`config.mk`:
```
export PLATFORM = sky130hd
export DESIGN_NAME = dco_freq_cal
export DESIGN_NICKNAME = d
export VERILOG_FILES = /design/src/rtl/dco_freq_cal.sv
export SDC_FILE = /design/constraint.sdc
export NUM_CORES = 1
export LEC_CHECK = 0
export CORE_MARGIN = 2
export CORE_UTILIZATION = 25
export CTS_CLUSTER_SIZE = 30
export DETAILED_ROUTE_END_ITERATION = 10
export PLACE_DENSITY = 0.47
export SLEW_MARGIN = 5
export SYNTH_ARGS = -nofsm -noshare
export SYNTH_HDL_FRONTEND = slang
export SYNTH_SLANG_ARGS = --single-unit
```
`constraint.sdc`:
```
create_clock -name clk -period 2.54 [get_ports clk]
set_input_delay 0.508 -clock clk [delete_from_list [all_inputs] [get_ports clk]]
set_output_delay 0.508 -clock clk [all_outputs]
set_load 0.01 [all_outputs]
```
`src/rtl/dco_freq_cal.sv`:
```
// SAR frequency calibration for the accumulator DCO: binary-searches speed_var so the
// per-window toggle count does not exceed the target. Define DCO_CAL_TRACK_EN for post-lock tracking.
module dco_freq_cal #(
    parameter int BIT_COUNT  = 24,
    parameter int CNT_W      = 16,
    parameter int SETTLE_CYC = 16
) (
    input  logic                 clk,
    input  logic                 rst,
    input  logic                 start,
    input  logic                 abort,
    input  logic [CNT_W-1:0]     target_count,
    input  logic [CNT_W-1:0]     win_len,
    input  logic                 dco_sig,
    output logic [BIT_COUNT-1:0] speed_var,
    output logic [CNT_W-1:0]     meas_count,
    output logic                 busy,
    output logic                 done,
    output logic                 locked,
    output logic                 err
);

    localparam int IDX_W = $clog2(BIT_COUNT);
    localparam int SC_W  = $clog2(SETTLE_CYC) + 1;
    localparam logic [CNT_W-1:0] CNT_ONE = CNT_W'(1);
    localparam logic [CNT_W:0]   EXT_ONE = (CNT_W+1)'(1);

    typedef enum logic [2:0] {
        IDLE, SETTLE, MEASURE, UPDATE, DONE, TRACK_SETTLE, TRACK_MEASURE
    } state_t;

    state_t               state, state_nxt;
    logic [CNT_W-1:0]     tgt, win, wc, cnt, cnt_nxt;
    logic [SC_W-1:0]      sc;
    logic [IDX_W-1:0]     bit_idx;
    logic                 dco_q, done_r, tog, settle_end, win_end;

    assign tog        = dco_sig ^ dco_q;
    assign cnt_nxt    = (tog && cnt != '1) ? cnt + CNT_ONE : cnt;
    assign settle_end = (sc == SC_W'(SETTLE_CYC - 1));
    assign win_end    = (wc == win - CNT_ONE);

    always_ff @(posedge clk or negedge rst) begin
        if (!rst) state <= IDLE;
        else      state <= state_nxt;
    end

    always_comb begin
        state_nxt = state;
        if (abort) begin
            state_nxt = IDLE;
        end else begin
            case (state)
                IDLE:          if (start && win_len != '0) state_nxt = SETTLE;
                SETTLE:        if (settle_end) state_nxt = MEASURE;
                MEASURE:       if (win_end) state_nxt = UPDATE;
                UPDATE:        state_nxt = (bit_idx == '0) ? DONE : SETTLE;
`ifdef DCO_CAL_TRACK_EN
                DONE:          state_nxt = TRACK_SETTLE;
                TRACK_SETTLE:  if (settle_end) state_nxt = TRACK_MEASURE;
                TRACK_MEASURE: if (win_end) state_nxt = TRACK_SETTLE;
`else
                DONE:          state_nxt = IDLE;
`endif
                default:       state_nxt = IDLE;
            endcase
        end
    end

    // done is registered, so busy is held through the done cycle and drops one cycle later
    always_comb begin
        busy = (state != IDLE) || done_r;
        done = done_r;
    end

    always_ff @(posedge clk or negedge rst) begin
        if (!rst) begin
            speed_var  <= '0;
            meas_count <= '0;
            locked     <= 1'b0;
            err        <= 1'b0;
            done_r     <= 1'b0;
            tgt        <= '0;
            win        <= '0;
            wc         <= '0;
            cnt        <= '0;
            sc         <= '0;
            dco_q      <= 1'b0;
            bit_idx    <= IDX_W'(BIT_COUNT - 1);
        end else begin
            dco_q  <= dco_sig;
            done_r <= 1'b0;
            if (abort) begin
                locked <= 1'b0;
            end else begin
                case (state)
                    IDLE: if (start) begin
                        if (win_len == '0) begin
                            err <= 1'b1;
                        end else begin
                            tgt       <= target_count;
                            win       <= win_len;
                            err       <= 1'b0;
                            locked    <= 1'b0;
                            speed_var <= {1'b1, {(BIT_COUNT-1){1'b0}}};
                            bit_idx   <= IDX_W'(BIT_COUNT - 1);
                            sc        <= '0;
                        end
                    end
                    SETTLE, TRACK_SETTLE: begin
                        if (settle_end) begin
                            cnt <= '0;
                            wc  <= '0;
                        end else begin
                            sc <= sc + SC_W'(1);
                        end
                    end
                    MEASURE: begin
                        cnt <= cnt_nxt;
                        wc  <= wc + CNT_ONE;
                    end
                    UPDATE: begin
                        meas_count <= cnt;
                        if (cnt > tgt) speed_var[bit_idx] <= 1'b0;
                        if (bit_idx != '0) begin
                            bit_idx <= bit_idx - IDX_W'(1);
                            speed_var[bit_idx - IDX_W'(1)] <= 1'b1;
                            sc <= '0;
                        end
                    end
                    DONE: begin
                        done_r <= 1'b1;
                        locked <= 1'b1;
                        sc     <= '0;
                    end
`ifdef DCO_CAL_TRACK_EN
                    // last window edge: decide on the count including this cycle's toggle
                    TRACK_MEASURE: begin
                        if (win_end) begin
                            meas_count <= cnt_nxt;
                            sc         <= '0;
                            if ({1'b0, cnt_nxt} > {1'b0, tgt} + EXT_ONE) begin
                                if (speed_var != '0) speed_var <= speed_var - BIT_COUNT'(1);
                            end else if ({1'b0, cnt_nxt} + EXT_ONE < {1'b0, tgt}) begin
                                if (speed_var != '1) speed_var <= speed_var + BIT_COUNT'(1);
                            end
                        end else begin
                            cnt <= cnt_nxt;
                            wc  <= wc + CNT_ONE;
                        end
                    end
`endif
                    default: ;
                endcase
            end
        end
    end

endmodule
```
**Word level (Yosys, flattened, before mapping)**

Index checks and enable logic that the tools add are counted.

- Bits in registers: 121
- Input port bits: 37
- Output and inout bits: 44
- Logic and storage cells: 111

- Add/subtract/negate cells: 5
- $lt $le $gt $ge: 5
- Equal/unequal tests: 19
- Multiplexer cells: 37
- Bitwise gates (word level): 6
- Reduce and logical (&&, ||, !) cells: 26

Operator list:

| cell | count |
|---|---|
| 2-to-1 mux 24 bit | 6 |
| one-hot mux 16 bit (2 select lines) | 2 |
| one-hot mux 24 bit (2 select lines) | 1 |
| 2-to-1 mux 5 bit | 7 |
| adder 16 x 1 -> 16 bit, second input constant | 2 |
| 2-to-1 mux 16 bit | 2 |
| bitwise AND 24 bit | 1 |
| inverter 24 bit | 1 |
| OR 24 bit | 1 |
| one-hot mux 5 bit (4 select lines) | 1 |
| equality test 16 bit | 1 |
| greater-than comparator 16 bit | 1 |
| logical NOT 16 bit | 1 |
| != test 16 bit, second input constant | 1 |
| nonzero test 16 bit | 1 |
| subtractor 16 x 1 -> 16 bit, second input constant | 1 |
| 2-to-1 mux 3 bit | 5 |
| != test 3 bit, second input constant | 5 |
| less-than comparator 5 x 6 -> 1 bit, second input constant | 2 |
| != test 2 bit, second input constant | 6 |
| one-hot mux 3 bit (4 select lines) | 1 |
| AND reduction 3 bit | 4 |
| AND reduction 4 bit | 3 |
| demux 1 bit (select 5 bit) | 2 |
| 24 further kinds | 40 |

**Depth between registers and ports, before layout**

- Word-level depth: 12
- Mapped depth: 10
- Mapped depth without buffers: 9

**Least setup slack after synthesis**

Ideal clock, no wire load.

- Path type: flip-flop to flip-flop
- Start point: register bit_idx[0]
- End point: register state[0]
- Setup time: 0.092 ns
- Data arrival time: 2.127 ns
- Data required time: 2.448 ns
- Slack: 0.321 ns
- Cell stages (with the launch flop): 10
- Path buffers: 1
- Clock period less this slack: 2.219 ns
- Path through: dfstp_2 > inv_1 > ha_1 > nor2b_1 > clkbuf_1 > nand2_1 > nand2_1 > a2111oi_0 > o2111ai_1 > o31ai_2

- Word-level cells in the longest chain between the ends: 4

Ends and longest elaborated chain:

| item | RTL line | source |
|---|---|---|
| start, declared | 35 | `logic [IDX_W-1:0] bit_idx;` |
| start signal, assigned | 89 | `bit_idx <= IDX_W'(BIT_COUNT - 1);` |
| start signal, assigned | 106 | `bit_idx <= IDX_W'(BIT_COUNT - 1);` |
| start signal, assigned | 126 | `bit_idx <= bit_idx - IDX_W'(1);` |
| logical NOT 5 bit | 57 | `UPDATE: state_nxt = (bit_idx == '0) ? DONE : SETTLE;` |
| 2-to-1 mux 3 bit | 57 |  |
| one-hot mux 3 bit (4 select lines) | 53 | `case (state)` |
| 2-to-1 mux 3 bit | 50 | `if (abort) begin` |
| end signal, assigned | 45 | `else state <= state_nxt;` |
| end, declared | 32 | `state_t state, state_nxt;` |

Every way passes these cells.
A chain may end at the register's enable or synchronous reset.

**Final worst setup path**

- Start point: register cnt[14]
- End point: register speed_var[19]

- Word-level cells in the longest chain between the ends: 7

Ends and longest elaborated chain:

| item | RTL line | source |
|---|---|---|
| start, declared | 33 | `logic [CNT_W-1:0] tgt, win, wc, cnt, cnt_nxt;` |
| start signal, assigned | 119 | `cnt <= cnt_nxt;` |
| greater-than comparator 16 bit (*) | 124 | `if (cnt > tgt) speed_var[bit_idx] <= 1'b0;` |
| 2-to-1 mux 24 bit (*) | 124 |  |
| 2-to-1 mux 24 bit (*) | 96 | `case (state)` |
| 2-to-1 mux 24 bit (*) | 93 | `if (abort) begin` |
| OR 24 bit (no line) | n/a |  |
| 2-to-1 mux 24 bit (*) | 125 | `if (bit_idx != '0) begin` |
| one-hot mux 24 bit (2 select lines) (*) | 96 |  |
| end signal, assigned | 105 | `speed_var <= {1'b1, {(BIT_COUNT-1){1'b0}}};` |
| end, declared | 15 | `output logic [BIT_COUNT-1:0] speed_var,` |

Mark *: on every way between the ends. The rest lies on a longest branch, timed or not. The select of a mux whose other input is x is not followed.

==> reports/qor.csv <==
metric;value;unit
fin_worst_skew;17.2;ps
critPathLaunchType;flip-flop;
clkSlewWorstSetupHoldPaths;70;ps
drv_slew;0;
avgSynthCellArea;9.08;um2
power;5.29;mW
switchingPower;1.52;mW
clock_latency;430;ps
viasPerCell;4.71;
synth.net_count;789;
path_common_cell;buf_4;
clockRootBuffer;clkbuf_16;
crit_buf_inv;2;
synthArstFlopShare;100;%
cellLeakagePower;3.90;nW
power_frac_comb;13.5;%
met3_usage;2.54;%
crit_path_max_fanout;8;
drt.antenna.violating_nets;0;
yosys-top-cells-count;171 x nand2_1, 117 x dfrtp_1, 54 x o21ai_0;
row_count;59;
placedCellCount;1159;
ir_drop;0.000311;V
synth_most_common_cell;nand2_1;
grt_use_met1;18.8;%
switching_share;28.6;%
hold_buffers;0;
die_h;167;um
setup_viol;0;
utilization;33.6;%
cts_tree;yes;
yosysWarnings;0;
grt_max_degree;40;
min_period_over_period;92.8;%
htree_levels;4;
synthDistinctLibCells;68;
drive_gt1_share;13.2;%
vias;5610;
syn_to_final_growth;32.1;%
slowest_delay;440;ps
grt_pass1_wl;30100;um
initial_utilization;25.4;%
pwr-share-seq;41.6;%
path_class;flip-flop to flip-flop;
cts_buffer_depth;2;
required;2870;ps
portBuffers;80;
grt_pass1_vias;5592;
synth_edf_count;0;
synthFlopType;dfrtp_1;
post-route-drc-count;0;
post_drt_wl_per_cell;15.3;um
crit_chain;ha_1 > and4_1 > nand4_1 > a21oi_2 > a2111oi_4 > buf_4 > a21boi_0 > buf_4 > o21ai_0;
synth_area_leader_cell;dfrtp_1;
grt_usage;13.6;%
outcome;finished, final reports clean;
numCtsBuffers;17;
fin_crit;2360;ps
fmax;0.424;GHz
maxCapViolCount;0;
hp-class;input port to async pin;
ioPinCount;81;
dp_slack;-42.8;ps
fin_cells;1192;
power.density;607;nW/um2
synth_top_area_share;44.3;%
tightest_slew;597;ps
cpLargestDelayFamily;compound AO/OA/AOI/OAI gates;
fill_cells;2724;
fin_nets;905;
cp-end-kind;flip-flop;
drt_iter0_markers;286;
synthTopCellsByArea;dfrtp_1 44%, nand2_1 9.7%, ha_1 4.7%;
core_area;26000;um2
busiest_layer;met2;
dp_hpwl;13500;um
place_congestion;0.776;
numClockSinks;121;
synth.ff_latch_count;121;
antenna_found_initial;1;
wirelength;18200;um
overflow;0;
rsz0062_at_grt;no;
die_w;167;um
hold_viol_final;0;
pwr-share-clk;44.8;%
crit_slowest_cell;dfrtp_1;
relSlewSlack;60.1;%
grtUsageMet2;21.4;%
syn_inst;727;
synth_sequential_area_ratio;45.9;%
synthesis.area;6600;um2
fp.dieArea;27700;um2
p_int;3.78;mW
worst-endpoint-arrival;2690;ps
drtPass1Iterations;5;
finalWorstSetupSlack;183;ps
-- metal layers --
metal	vias to the layer above	part of all wire [%]
met3	20	3.7
met2	113	45
met5	-	0
met4	0	1.4
li1	2777	-
met1	2700	50
-- final cells by class --
class	count	area, um2	area share [%]
clock inverter	14	140	1.61
tap	335	419	4.81
clock buffer	18	439	5.04
inverter	26	97.6	1.12
antenna	1	2.50	0.0287
timing repair buffer	134	1270	14.5
sequential	121	3030	34.8
multi-input combinational	543	3320	38.1
-- sequential cells by signal (all words and copies together), names as in the netlist --
name	flops
speed_var	24
dco_q	1
tgt	16
win	16
meas_count	16
locked	1
state	3
wc	16
err	1
done	1
cnt	16
bit_idx	5
sc	5
-- power by group through the flow --
stage               combinational, mW  sequential [mW]  clock, mW
floorplan                       0.477             2.18          0
detailed placement              0.724             2.24          0
finish                          0.716             2.20       2.37
CTS                             0.728             2.20       2.45
global placement                0.717             2.24          0
global route                    0.814             2.23       2.53
-- what timing repair did --
action / CTS / global route
endpoints found under the hold margin: 0 / 0
endpoints found under the setup margin: 0 / 5
resized for setup: 0 / 1
buffers inserted: 0 / 0
-- kinds of logic after synthesis --
kind of cell               share of synthesized area, %
AOI/OAI and AO/OA                                  13.6
xor gates and xnor gates                           6.10
adders and majority gates                          4.74
buffers and inverters                              3.92
DFF                                                45.9
muxes                                             0.948
and+or+nand+nor                                    24.7
-- stage by stage --
stage	area (um2)	TNS, ps	hold WS (ps)
CTS	8710	0	42.8
global route	8720	0	63.0
floorplan	6600	0	212
detailed placement	8130	-248	461
global placement	8130	-48.0	462
finish	8720	0	35.3
-- worst paths after layout --
| check | start | to | slack (ps) | cells past startpoint |
|---|---|---|---|---|
| max in group asynchronous | rst | speed_var[10] | 1830 | 2 |
| max reg2reg | cnt[14] | speed_var[19] | 180 | 9 |
| min | rst | win[11] | 40 | 1 |
| min reg2reg | meas_count[3] | meas_count[3] | 470 | 2 |
| max | cnt[14] | speed_var[19] | 180 | 9 |
| min in group clk | meas_count[3] | meas_count[3] | 470 | 2 |
-- cell usage in the layout (no fill, tap or decap), types with 5 or more instances in the layout --
cell and n:
a32oi_1 17, clkbuf_16 17, xnor2_1 17, a21oi_1 16, nand4_1 13, and2_1 9, nor2b_1 8, ha_1 25
o21ai_0 54, and3_1 12, nor4_1 6, inv_1 26, and4b_1 5, buf_4 50, and4_1 5, clkdlybuf4s50_1 79
xor2_1 29, nand3_1 22, nor2_1 45, dfrtp_1 117, buf_12 5, nand2_1 171, clkinv_4 5, nor3_1 8
Note: power is estimated with default switching activity, not from simulation.
